## src/rtl/spi_reg_bridge.sv

```systemverilog
// rtl/spi_reg_bridge.sv - SPI mode-0 slave bridging frames onto TinyQV peripheral register strobes
module spi_reg_bridge #(
    parameter int ADDR_W      = 6,
    parameter int SYNC_STAGES = 2,
    parameter bit BURST_EN    = 1'b1,
    parameter int TIMEOUT     = 64
) (
    input  logic              clk,
    input  logic              rst,
    input  logic              spi_cs_n,
    input  logic              spi_sck,
    input  logic              spi_mosi,
    output logic              spi_miso,
    output logic              spi_miso_oe,
    output logic [ADDR_W-1:0] address,
    output logic [31:0]       data_in,
    output logic [1:0]        data_write_n,
    output logic [1:0]        data_read_n,
    input  logic [31:0]       data_out,
    input  logic              data_ready,
    output logic              busy,
    output logic              err
);
    localparam int CMD_W = 3 + ADDR_W;
    localparam int CNT_W = $clog2(CMD_W + 33);
    localparam int TO_W  = (TIMEOUT > 2) ? $clog2(TIMEOUT) : 1;

    typedef enum logic [2:0] {IDLE, CMD, WR_DATA, RD_WAIT, RD_DATA, ABORT} state_t;
    state_t state_q, state_d;

    logic [SYNC_STAGES-1:0] cs_sync, sck_sync, mosi_sync;
    logic                   cs_s, sck_s, mosi_s, cs_prev, sck_prev;
    logic                   cs_fall, sck_rise, sck_fall;

    logic [CMD_W-2:0]  cmd_sr;
    logic [CMD_W-1:0]  cmd_word;
    logic              cmd_rw;
    logic [1:0]        cmd_width;
    logic [ADDR_W-1:0] cmd_addr;
    logic [CNT_W-1:0]  bit_cnt, data_bits_m1;
    logic [1:0]        width_q;
    logic [31:0]       width_mask, rd_word, tx_sr, load_word, load_aligned;
    logic [TO_W-1:0]   to_cnt;
    logic [ADDR_W-1:0] addr_step;
    logic              cmd_last, data_last, dummy_done, rd_active;

    always_ff @(posedge clk or posedge rst) begin
        if (rst) begin
            cs_sync   <= '1;
            sck_sync  <= '0;
            mosi_sync <= '0;
            cs_prev   <= 1'b1;
            sck_prev  <= 1'b0;
        end else begin
            cs_sync[0]   <= spi_cs_n;
            sck_sync[0]  <= spi_sck;
            mosi_sync[0] <= spi_mosi;
            for (int i = 1; i < SYNC_STAGES; i++) begin
                cs_sync[i]   <= cs_sync[i-1];
                sck_sync[i]  <= sck_sync[i-1];
                mosi_sync[i] <= mosi_sync[i-1];
            end
            cs_prev  <= cs_s;
            sck_prev <= sck_s;
        end
    end

    assign cs_s     = cs_sync[SYNC_STAGES-1];
    assign sck_s    = sck_sync[SYNC_STAGES-1];
    assign mosi_s   = mosi_sync[SYNC_STAGES-1];
    assign cs_fall  = cs_prev & ~cs_s;
    assign sck_rise = sck_s & ~sck_prev;
    assign sck_fall = ~sck_s & sck_prev;

    assign cmd_last   = (bit_cnt == CNT_W'(CMD_W - 1));
    assign data_last  = (bit_cnt == data_bits_m1);
    assign dummy_done = (bit_cnt == CNT_W'(8));
    assign rd_active  = (data_read_n != 2'b11);
    assign addr_step  = ADDR_W'(1) << width_q;

    always_comb begin
        cmd_word  = {cmd_sr, mosi_s};
        cmd_rw    = cmd_word[CMD_W-1];
        cmd_width = cmd_word[CMD_W-2 -: 2];
        cmd_addr  = cmd_word[ADDR_W-1:0];
        case (width_q)
            2'b00: begin
                data_bits_m1 = CNT_W'(7);
                width_mask   = 32'h0000_00FF;
            end
            2'b01: begin
                data_bits_m1 = CNT_W'(15);
                width_mask   = 32'h0000_FFFF;
            end
            default: begin
                data_bits_m1 = CNT_W'(31);
                width_mask   = 32'hFFFF_FFFF;
            end
        endcase
        // A read completing in the very cycle the word is needed is taken straight from the bus
        load_word = rd_active ? (data_out & width_mask) : rd_word;
        case (width_q)
            2'b00:   load_aligned = {load_word[7:0], 24'b0};
            2'b01:   load_aligned = {load_word[15:0], 16'b0};
            default: load_aligned = load_word;
        endcase
    end

    always_ff @(posedge clk or posedge rst) begin
        if (rst) state_q <= IDLE;
        else     state_q <= state_d;
    end

    always_comb begin
        state_d = state_q;
        if (state_q != IDLE && cs_s) begin
            state_d = IDLE;
        end else begin
            case (state_q)
                IDLE:    if (cs_fall) state_d = CMD;
                CMD: begin
                    if (sck_rise && cmd_last) begin
                        if (cmd_width == 2'b11) state_d = ABORT;
                        else if (cmd_rw)        state_d = WR_DATA;
                        else                    state_d = RD_WAIT;
                    end
                end
                WR_DATA: if (sck_rise && data_last && !BURST_EN) state_d = ABORT;
                RD_WAIT: if (sck_fall && dummy_done) state_d = RD_DATA;
                RD_DATA: if (sck_rise && data_last) state_d = BURST_EN ? RD_WAIT : ABORT;
                default: state_d = state_q;
            endcase
        end
    end

    always_ff @(posedge clk or posedge rst) begin
        if (rst) begin
            address      <= '0;
            data_in      <= '0;
            data_write_n <= 2'b11;
            data_read_n  <= 2'b11;
            err          <= 1'b0;
            cmd_sr       <= '0;
            bit_cnt      <= '0;
            width_q      <= 2'b00;
            rd_word      <= '0;
            tx_sr        <= '0;
            to_cnt       <= '0;
        end else begin
            data_write_n <= 2'b11;
            // Address advances only after the write strobe cycle so it stays stable during it
            if (data_write_n != 2'b11 && BURST_EN) address <= address + addr_step;
            if (cs_s) begin
                if (state_q != IDLE) data_read_n <= 2'b11;
            end else begin
                case (state_q)
                    IDLE: begin
                        if (cs_fall) begin
                            err     <= 1'b0;
                            bit_cnt <= '0;
                        end
                    end
                    CMD: begin
                        if (sck_rise) begin
                            cmd_sr  <= cmd_word[CMD_W-2:0];
                            bit_cnt <= bit_cnt + CNT_W'(1);
                            if (cmd_last) begin
                                bit_cnt <= '0;
                                width_q <= cmd_width;
                                address <= cmd_addr;
                                if (cmd_width == 2'b11) begin
                                    err <= 1'b1;
                                end else if (!cmd_rw) begin
                                    data_read_n <= cmd_width;
                                    to_cnt      <= '0;
                                end
                            end
                        end
                    end
                    WR_DATA: begin
                        if (sck_rise) begin
                            data_in <= (bit_cnt == '0) ? {31'b0, mosi_s} : {data_in[30:0], mosi_s};
                            if (data_last) begin
                                bit_cnt      <= '0;
                                data_write_n <= width_q;
                            end else begin
                                bit_cnt <= bit_cnt + CNT_W'(1);
                            end
                        end
                    end
                    RD_WAIT: begin
                        if (rd_active) begin
                            if (data_ready) begin
                                rd_word     <= data_out & width_mask;
                                data_read_n <= 2'b11;
                            end else if (to_cnt == TO_W'(TIMEOUT - 1)) begin
                                rd_word     <= '0;
                                err         <= 1'b1;
                                data_read_n <= 2'b11;
                            end else begin
                                to_cnt <= to_cnt + TO_W'(1);
                            end
                        end
                        if (sck_rise && !dummy_done) bit_cnt <= bit_cnt + CNT_W'(1);
                        if (sck_fall && dummy_done) begin
                            bit_cnt     <= '0;
                            data_read_n <= 2'b11;
                            if (rd_active && !data_ready) begin
                                err   <= 1'b1;
                                tx_sr <= '0;
                            end else begin
                                tx_sr <= load_aligned;
                            end
                        end
                    end
                    RD_DATA: begin
                        if (sck_fall) tx_sr <= {tx_sr[30:0], 1'b0};
                        if (sck_rise) begin
                            if (data_last) begin
                                bit_cnt <= '0;
                                if (BURST_EN) begin
                                    address     <= address + addr_step;
                                    data_read_n <= width_q;
                                    to_cnt      <= '0;
                                end
                            end else begin
                                bit_cnt <= bit_cnt + CNT_W'(1);
                            end
                        end
                    end
                    default: ;
                endcase
            end
        end
    end

    assign spi_miso_oe = ((state_q == RD_WAIT) || (state_q == RD_DATA)) && !cs_s;
    assign spi_miso    = (state_q == RD_DATA) && !cs_s && tx_sr[31];
    assign busy        = !cs_s;
endmodule
```

## config.mk

```make
export PLATFORM = sky130hd
export DESIGN_NAME = spi_reg_bridge
export DESIGN_NICKNAME = d
export VERILOG_FILES = /design/src/rtl/spi_reg_bridge.sv
export SDC_FILE = /design/constraint.sdc
export NUM_CORES = 1
export LEC_CHECK = 0
export CORE_ASPECT_RATIO = 0.8
export CORE_MARGIN = 3
export CORE_UTILIZATION = 30
export DETAILED_ROUTE_END_ITERATION = 7
export GPL_TIMING_DRIVEN = 1
export PLACE_DENSITY = 0.54
export SYNTH_ARGS = -nofsm -noshare
export SYNTH_HDL_FRONTEND = slang
export SYNTH_SLANG_ARGS = --single-unit
```

## constraint.sdc

```tcl
create_clock -name clk -period 11.61 [get_ports clk]
set_input_delay 1.7415 -clock clk [delete_from_list [all_inputs] [get_ports clk]]
set_output_delay 1.7415 -clock clk [all_outputs]
set_load 0.02 [all_outputs]
```

### Word level (Yosys, flattened, before mapping)

Index checks and enable logic that the tools add are counted.

* memory bits (read-only): 0
* register bits: 140
* bits in latches: 0
* logic and storage cells: 173
* bits in writable memories: 0
* output and inout bits: 46
* input port bits: 38
* memories kept: 0

* shift-type cells: 1
* bitwise logic cells: 7
* add/subtract/negate cells: 3
* multipliers: 0
* $lt $le $gt $ge: 0
* div/mod/pow operators: 0
* equal/unequal tests: 39
* reductions and logical operators: 35
* mux-type cells: 71

Operators by type and width (number)
* $mux W32: 7
* $pmux W32 S2: 3
* $mux W6: 22
* $ne A3 B3 Y1 const B: 11
* $and A32 B32 Y32: 1
* $mux W2: 16
* $ne A2 B2 Y1 const B: 15
* $pmux W6 S4: 1
* $mux W3: 6
* $pmux W6 S3: 1
* $add A6 B1 Y6 const B: 2
* $pmux W3 S4: 1
* $pmux W6 S2: 1
* $reduce_and A4 Y1: 3
* $reduce_and A6 Y1: 2
* $reduce_and A11 Y1: 1
* $mux W1: 10
* $pmux W5 S2: 1
* $reduce_and A10 Y1: 1
* $logic_and A1 B1 Y1: 9
* $reduce_bool A3 Y1: 3
* $reduce_bool A4 Y1: 2
* $add A6 B6 Y6: 1
* $eq A3 B2 Y1 const B: 2
* other kinds (25): 34

### Logic depth before layout (Yosys ltp)

Gate-level depths: netlist (run 1).

* word-level depth: 8
* mapped depth: 10
* gate-level depth less buffers: 10

### Worst setup path before layout (run 1)

Ideal clock, no wire load.

* kind: register to output
* start point: register state_q[1]
* end point: output port spi_miso
* cell stages (with the launch flop): 7
* slack: 8204 ps
* path buffers: 3
* data arrival time: 1664 ps
* data required time: 9868 ps
* cell sequence: dfrtp_1 > clkbuf_1 > nor2_1 > and2_1 > buf_2 > clkbuf_1 > and3_1

* word-level cells in the longest chain between the ends: 3

RTL lines
* start: declaration: RTL line 29 `state_t state_q, state_d;`
* start signal: assignment: RTL line 111 `else state_q <= state_d;`
* $eq A3 B3 Y1: RTL line 238 `assign spi_miso = (state_q == RD_DATA) && !cs_s && tx_sr[31];`
* $logic_and A1 B1 Y1 (2 in a row): RTL line 238
* end: declaration: RTL line 13 `output logic spi_miso,`

No other way between the ends.

### Worst setup path after layout (run 1)

* start point: register state_q[2]
* end point: output port spi_miso_oe

* word-level cells in the longest chain between the ends: 3
* elaborated cells between the ends (all ways): 4
* those cells by class: eq/ne (2); reduce/logical (2)

RTL lines
* $eq A3 B2 Y1 or $eq A3 B3 Y1 (tied branches): RTL line 237 `assign spi_miso_oe = ((state_q == RD_WAIT) || (state_q == RD_DATA)) && !cs_s;`
* $logic_or A1 B1 Y1 (*): RTL line 237
* $logic_and A1 B1 Y1 (*): RTL line 237
* end: declaration: RTL line 14 `output logic spi_miso_oe,`

Mark *: on every way between the ends. The rest lies on a longest branch, timed or not.

==> impl_metrics.ini, run 1 <==
[power]
combPwrFrac = 0.250
p_sw_uw = 507
power_leakage_nw = 3.66
power.total_mw = 1.55
power_density_nw_per_um2 = 179
clkPwrFrac = 0.359
ir_worst_vdd_uv = 95.2
sw_frac_of_total = 0.328
seqPwrFrac = 0.391
internal_power_mw = 1.04

[worst_setup_path]
required_ns = 9.87
cp-start-kind = flop
cp.arrival_ns = 2.79
r2r_cells = 6
worstPathCellList = nor2b_1 -> nand2_1 -> a21oi_1 -> clkdlybuf4s50_1
worstSetupPathDepth = 4
worst-path-buf-inv = 1
cp_slowest_stage_delay_ns = 0.63
worst-setup-path-type = flop to output pin
crit_family = simple AND/OR/NAND/NOR gates
crit_slowest_cell = clkdlybuf4s50_1
critPathMaxFanout = 18
end_kind = output pin

[synthesis]
avgSynthCellArea_um2 = 10.0
ys_types = 57
synth_seq_cells = 140
synth-edff-count = 0
yosysTopAreaCell = dfrtp_1
netlist_area_um2 = 6980
yosys_warnings = 0
yosys.area.top_type_share = 0.477
synthArstFlopShare = 1.00
synth-main-ff-cell = dfrtp_1
synth_cells = 697
synth_area_leaders = dfrtp_1, a22o_1, a21oi_1, mux2_2, nor2_1
yosysSeqAreaShare = 0.503
synthesis.nets = 743

[global_routing]
grt_pass1_vias = 5226
grt_max_degree = 89
grt_remaining_overflow = 0
grt_pass1_wl_mm = 30.0
track_usage = 0.152
antenna_found_initial = 0

[timing]
hold_viol = 0
fin_skew_ns = 0.00763
rsz0062_at_grt = no
max_freq_ghz = 0.221
setup_violations = 0
setup_tns_ns = 0
slew_headroom = 0.162
holdWs_ns = 0.351
period_share = 0.390
period_needed_ns = 4.53
tightest_slew_ns = 1.25
final_max_slew_viol_count = 0

[routing]
drt_iter0_drc = 456
first_pass_iters = 5
avgRoutedWirePerCell_um = 17.6
routed_wl_mm = 18.9
antenna_left = 0
vias_per_cell = 5.21
drc = 0
via_count = 5585

[finish]
layout_common_cells = dfrtp_1, clkdlybuf4s50_1, a21oi_1
stdcell_count = 1072
layout-drive-gt1-share = 0.107
final_nets = 799
area_growth_pct = 24.0
diodes = 0
final_common_cell = dfrtp_1

[clock_network]
cts_buffers = 17
postCtsSetupBuffers = 0
hold_buffers = 0
cts-root-buf = clkbuf_16
cts_max_level = 4
cts_tree = built
cts_resized = 0
insertion_delay_ns = 0.42
cts.clk_slew.worst_paths_ns = 0.06
max-clock-path-buffers = 2
cts_sinks = 140

[floorplan]
rows = 49
io_pins = 84
core_um2 = 22700
start_util = 0.308
die-area_um2 = 25100
die_y_um = 142
die_w_um = 177

[place]
port_buffers = 83
dp.cells = 1040
routabilityCongestion = 0.828
dp_hpwl_mm = 12.8

[flow_run]
drv_cap = 0

[status]
status = completed

[hold_path]
min_path_cells = 0
min_path_type = flop to flop
## Yosys cell counts (all sizes together) (2+ instances only)
cell type and count:
dfrtp 133, or3 3, a21boi 2, dfstp 7, nand3b 2, ha 7, inv 14, or4b 2
a22oi 21, and3 14, a22o 56, or4 2, buf 6, nand2 44, a211o 7, a211oi 9
nor3 4, a41oi 2, o22ai 10, mux2 25, xnor2 4, nand4 3, nor4 2, xor2 4
nor2 67, a21o 10, clkbuf 46, nand3 20, a31oi 3, o31ai 5, and2 7, nand2b 9
a21oi 81, mux2i 16, nor2b 6, and4 2, o21ai 28
## power by group through the flow
stage	sequential [mW]	combinational, mW	clock (mW)
2_1_floorplan	0.588	0.286	0
5_1_grt	0.612	0.425	0.592
3_5_place_dp	0.610	0.385	0
6_report	0.604	0.386	0.554
4_1_cts	0.603	0.387	0.567
3_3_place_gp	0.611	0.382	0
## cell type report
| class | instances | area, µm² |
|---|---|---|
| sequential | 140 | 3510 |
| inverter | 14 | 57.6 |
| timing repair buffer | 89 | 876 |
| fill | 2284 | 14000 |
| clock inverter | 14 | 161 |
| multi-input combinational | 491 | 3230 |
| clock buffer | 18 | 439 |
| tap | 306 | 383 |
## registers in the layout, summed over array words and instances (netlist names), 3 cells and up
| register | count |
|---|---|
| address | 6 |
| bit_cnt | 6 |
| cmd_sr | 8 |
| data_in | 32 |
| rd_word | 32 |
| state_q | 3 |
| to_cnt | 6 |
| tx_sr | 32 |
## per-layer routing
metal	share of wire	routed length (µm)	global-route usage
met1	0.55	10300	0.250
met2	0.40	7460	0.197
met3	0.051	968	0.0339
met4	0.0071	133	0.0347
met5	0	0	0
## path summary, 6_finish.rpt
kind | start | end | slack, ns
hold reg to reg | sck_sync[0]$_DFF_PP0_ | sck_sync[1]$_DFF_PP0_ | 0.35
setup / recovery | state_q[2]$_DFFE_PP0P_ | spi_miso_oe | 7.08
max in group asynchronous | rst | cmd_sr[7]$_DFFE_PP0P_ | 8.55
setup reg to reg | width_q[0]$_DFFE_PP0P_ | to_cnt[5]$_DFFE_PP0P_ | 8.55
hold / removal | sck_sync[0]$_DFF_PP0_ | sck_sync[1]$_DFF_PP0_ | 0.35
min in group asynchronous | rst | rd_word[30]$_DFFE_PP0P_ | 1.87
## logic make-up (layout without fill, tap and decap cells)
logic type / Yosys count / count (layout) / share of synthesized area
adder cells (fa/ha/maj): 8 / 8 / 0.0154
AO/OA/AOI/OAI: 243 / 243 / 0.237
flip-flops: 140 / 140 / 0.503
XOR/XNOR: 8 / 8 / 0.0100
multiplexers: 42 / 42 / 0.0665
AND/OR/NAND/NOR: 190 / 190 / 0.132
buffers and inverters: 66 / 135 / 0.0359
## through the flow
step	worst slack, ns	utilization	instance area [µm²]
2_1_floorplan	6.13	-	6980
3_3_place_gp	7.24	0.355	8060
3_5_place_dp	7.18	0.355	8060
4_1_cts	7.07	0.382	8660
5_1_grt	6.88	0.382	8660
6_report	7.08	0.382	8660
Note: power is estimated with default switching activity, not from simulation.
==> run 2: changes to the inputs <==
--- a/config.mk
+++ b/config.mk
@@ -10,7 +10,7 @@
 export CORE_UTILIZATION = 30
 export DETAILED_ROUTE_END_ITERATION = 7
 export GPL_TIMING_DRIVEN = 1
-export PLACE_DENSITY = 0.54
+export PLACE_DENSITY = 0.56
 export SYNTH_ARGS = -nofsm -noshare
 export SYNTH_HDL_FRONTEND = slang
 export SYNTH_SLANG_ARGS = --single-unit
==> constraint.sdc (replaced) <==
create_clock -name clk -period 3.8 [get_ports clk]
set_input_delay 0.57 -clock clk [delete_from_list [all_inputs] [get_ports clk]]
set_output_delay 0.57 -clock clk [all_outputs]
set_load 0.02 [all_outputs]
==> run 2 against run 1 <==
  * Sequential cell count unchanged
  * Non-clock buffer count increased by 10
  * Combinational power increased to 3.1 times the previous value
  * Design area increased by 1.4%
  * Critical path type unchanged
  * Critical endpoint unchanged
  * Highest routed layer unchanged
==> impl_metrics.ini, run 2 (synthesis results as in run 1) <==
[status]
status = completed

[worst_setup_path]
rrSetupSlack_ns = 0.97
worst-setup-path-type = flop to output pin
cp-start-kind = flop
critPathMaxFanout = 18
cp.arrival_ns = 2.72
required_ns = 3.23
end_kind = output pin

[clock_network]
cts_tree = built
cts_sinks = 140
postCtsSetupBuffers = 0
max-clock-path-buffers = 2
cts_max_level = 4
cts_resized = 0
cts.clk_slew.worst_paths_ns = 0.06
insertion_delay_ns = 0.43
cts_buffers = 17
hold_buffers = 0
cts-root-buf = clkbuf_16

[power]
ir_worst_vdd_uv = 292
power_density_nw_per_um2 = 546
power_leakage_nw = 3.72

[timing]
hold_viol = 0
max_freq_ghz = 0.304
slew_headroom = 0.370
period_share = 0.865
fin_skew_ns = 0.0110
setup_violations = 0
holdWs_ns = 0.352
setup_tns_ns = 0
final_max_slew_viol_count = 0
tightest_slew_ns = 0.936
period_needed_ns = 3.29
rsz0062_at_grt = no

[global_routing]
grt_pass1_vias = 5466
grt_remaining_overflow = 0
grt_max_degree = 45
track_usage = 0.157
antenna_found_initial = 0
grt_pass1_wl_mm = 31.1

[routing]
routed_wl_mm = 19.3
drt_iter0_drc = 505
avgRoutedWirePerCell_um = 17.8
via_count = 5655
antenna_left = 0
drc = 0
first_pass_iters = 5
vias_per_cell = 5.23

[place]
routabilityCongestion = 0.882
port_buffers = 83
dp_hpwl_mm = 13.5
place_area_um2 = 8170
dp.cells = 1050

[finish]
final_cell_area_um2 = 8780
stdcell_count = 1082
regArea_um2 = 3510
final.fill_count = 2263
layout-drive-gt1-share = 0.117
final_nets = 809
multi_input_area_um2 = 3230
reg.largest.list = data_in x32, rd_word x32, tx_sr x32
diodes = 0
final_common_cell = dfrtp_1
layout_common_cells = dfrtp_1, clkdlybuf4s50_1, a21oi_1
area_growth_pct = 25.8

[floorplan]
core_um2 = 22700
rows = 49
start_util = 0.308
die_y_um = 142
io_pins = 84
die-area_um2 = 25100
die_w_um = 177

[hold_path]
min_path_type = flop to flop

[flow_run]
drv_cap = 0
run 2: area by class of cell:
class,count,share of cell area
inverters,14,0.00641
clock buffers,18,0.0489
flip-flops and latches,140,0.400
repair buffers,99,0.113
multi-input cells,491,0.368
well taps,306,0.0436
clock inverters,14,0.0209
run 2: where the power goes:
group / total (mW) / switching (mW) / internal [mW] / leakage [nW]
registers: 1.84 / 0.170 / 1.67 / 1.76
clock network: 1.76 / 0.710 / 1.05 / 0.286
logic: 1.20 / 0.684 / 0.511 / 1.67
run 2: worst paths after layout:
check                      cells past startpoint                       to                    from
min in group asynchronous                      2   data_in[9]$_DFFE_PP0P_                     rst
setup / recovery                               4              spi_miso_oe  state_q[2]$_DFFE_PP0P_
hold / removal                                 0   mosi_sync[1]$_DFF_PP0_  mosi_sync[0]$_DFF_PP0_
max in group asynchronous                      3    tx_sr[24]$_DFFE_PP0P_                     rst
setup reg to reg                               5  rd_word[11]$_DFFE_PP0P_  state_q[2]$_DFFE_PP0P_
hold reg to reg                                0   mosi_sync[1]$_DFF_PP0_  mosi_sync[0]$_DFF_PP0_
run 2: critical path, cell delays in order, from the launching register on:
cell             delay (ns)
dfrtp_1                0.58
nor2b_1                0.53
nand2_1                0.30
a21oi_1                0.25
clkdlybuf4s50_1        0.63
run 2: per-stage QoR:
step                 util  worst slack, ns  power, mW
CTS                 0.387            0.515       4.82
floorplan               -             1.33       2.67
detailed placement  0.360            0.983       3.05
finish              0.387            0.514       4.80
global placement    0.360            0.991       3.04
global route        0.387            0.327       5.06
run 2: routing by layer:
| metal | wire length (µm) | track usage | vias up | share of wire |
|---|---|---|---|---|
| met4 | 236 | 0.0438 | 0 | 0.012 |
| met3 | 925 | 0.0336 | 17 | 0.048 |
| met2 | 7500 | 0.205 | 158 | 0.39 |
| met1 | 10600 | 0.256 | 2789 | 0.55 |
| met5 | 0 | 0 | - | 0 |
| li1 | - | - | 2691 | - |
==> run 3: changes to the inputs <==
--- a/config.mk
+++ b/config.mk
@@ -6,7 +6,7 @@
 export NUM_CORES = 1
 export LEC_CHECK = 0
 export CORE_ASPECT_RATIO = 0.8
-export CORE_MARGIN = 3
+export CORE_MARGIN = 5
 export CORE_UTILIZATION = 30
 export DETAILED_ROUTE_END_ITERATION = 7
 export GPL_TIMING_DRIVEN = 1
==> run 3 against run 2 <==
  * Register-to-register slack worse by 0.11 ns
  * Non-clock buffer count down 1
  * Global-route usage down 1.1 points
  * Combinational power about the same
  * Critical path type unchanged
  * Critical endpoint unchanged
  * Largest cell class unchanged
==> impl_metrics.ini, run 3 (synthesis results as in run 1) <==
[status]
status = completed

[routing]
antenna_left = 0
drc = 0
vias_per_cell = 5.25
first_pass_iters = 5
drt_iter0_drc = 598
via_count = 5678
avgRoutedWirePerCell_um = 17.8
routed_wl_mm = 19.2

[worst_setup_path]
crit_slowest_cell = clkdlybuf4s50_1
end_kind = output pin
required_ns = 3.23
worst-setup-path-type = flop to output pin
cp_slowest_stage_delay_ns = 0.63
critPathMaxFanout = 18
timing.rr.end = to_cnt[5]$_DFFE_PP0P_
worst-path-buf-inv = 1
r2r_cells = 6
r2r_start = width_q[1]$_DFFE_PP0P_
worstPathCellList = nor2b_1 -> nand2_1 -> a21oi_1 -> clkdlybuf4s50_1
crit_family = simple AND/OR/NAND/NOR gates
cp.arrival_ns = 2.73
rrSetupSlack_ns = 0.86
cp-start-kind = flop

[timing]
holdWs_ns = 0.350
hold_viol = 0
slew_headroom = 0.359
setup_tns_ns = 0
period_share = 0.867
rsz0062_at_grt = no
fin_skew_ns = 0.0133
max_freq_ghz = 0.303
setup_violations = 0
final_max_slew_viol_count = 0
fin_ws_ns = 0.504
period_needed_ns = 3.30
tightest_slew_ns = 0.952

[floorplan]
rows = 49
die_w_um = 181
die-area_um2 = 26400
io_pins = 84
start_util = 0.308
core_um2 = 22700
die_y_um = 146

[global_routing]
grt_pass1_wl_mm = 31.4
grt_remaining_overflow = 0
grt_max_degree = 67
antenna_found_initial = 0
track_usage = 0.147
grt_pass1_vias = 5487

[finish]
layout-drive-gt1-share = 0.115
reg.largest.list = data_in x32, rd_word x32, tx_sr x32
final_common_cell = dfrtp_1
layout_common_cells = dfrtp_1, clkdlybuf4s50_1, a21oi_1
area_growth_pct = 24.8
final_util = 0.384
diodes = 0
final_nets = 808

[clock_network]
cts-root-buf = clkbuf_16
cts.clk_slew.worst_paths_ns = 0.06
cts_tree = built
cts_buffers = 17
max-clock-path-buffers = 2
cts_sinks = 140
cts_max_level = 4
hold_buffers = 0
insertion_delay_ns = 0.42
cts_resized = 0
postCtsSetupBuffers = 0

[hold_path]
min_path_cells = 0
hold_start = mosi_sync[0]$_DFF_PP0_
min_delay_worst_endpoint = mosi_sync[1]$_DFF_PP0_
min_path_type = flop to flop

[power]
ir_worst_vdd_uv = 225
power_leakage_nw = 3.69
power_density_nw_per_um2 = 536
power.total_mw = 4.66

[place]
port_buffers = 83
preCtsSetupSlack_ns = 0.870
routabilityCongestion = 0.898
dp_hpwl_mm = 13.5

[flow_run]
drv_cap = 0
==> run 3: worst max-delay path by stage <==
stage	startpoint	endpoint	cells past startpoint
final	state_q[2]$_DFFE_PP0P_	spi_miso_oe	4
after global routing	state_q[2]$_DFFE_PP0P_	spi_miso_oe	4
after CTS	state_q[2]$_DFFE_PP0P_	spi_miso_oe	4
after detailed placement	data_ready	rd_word[9]$_DFFE_PP0P_	4
after global placement	data_ready	rd_word[15]$_DFFE_PP0P_	4
after floorplan	bit_cnt[0]$_DFFE_PP0P_	to_cnt[5]$_DFFE_PP0P_	7
==> run 3: through the flow <==
| step | area (µm²) | cells |
|---|---|---|
| floorplan | 6980 | 697 |
| global placement | 8130 | 1049 |
| detailed placement | 8130 | 1049 |
| CTS | 8710 | 1081 |
| global route | 8710 | 1081 |
| finish | 8710 | 1081 |
==> run 3: metal layers <==
layer / share of wire / global-route usage / routed length [µm] / vias to the layer above
met5: 0 / 0 / 0 / -
met4: 0.0065 / 0.0314 / 125 / 0
met3: 0.072 / 0.0398 / 1380 / 13
met2: 0.39 / 0.192 / 7440 / 193
met1: 0.53 / 0.237 / 10300 / 2791
li1: - / - / - / 2681
==> run 3: where the power goes <==
| part | internal, mW | total [mW] | switching [mW] | leakage (nW) |
|---|---|---|---|---|
| clock | 0.939 | 1.62 | 0.685 | 0.276 |
| sequential | 1.67 | 1.85 | 0.173 | 1.76 |
| combinational | 0.511 | 1.19 | 0.681 | 1.66 |
==> run 3: cell type report <==
cell class                 instances  area (µm²)
clock buffer                      20         447
clock inverter                    12         129
fill                            2272       14000
inverter                          14        56.3
multi-input combinational        491        3230
sequential                       140        3510
tap                              306         383
timing repair buffer              98         956
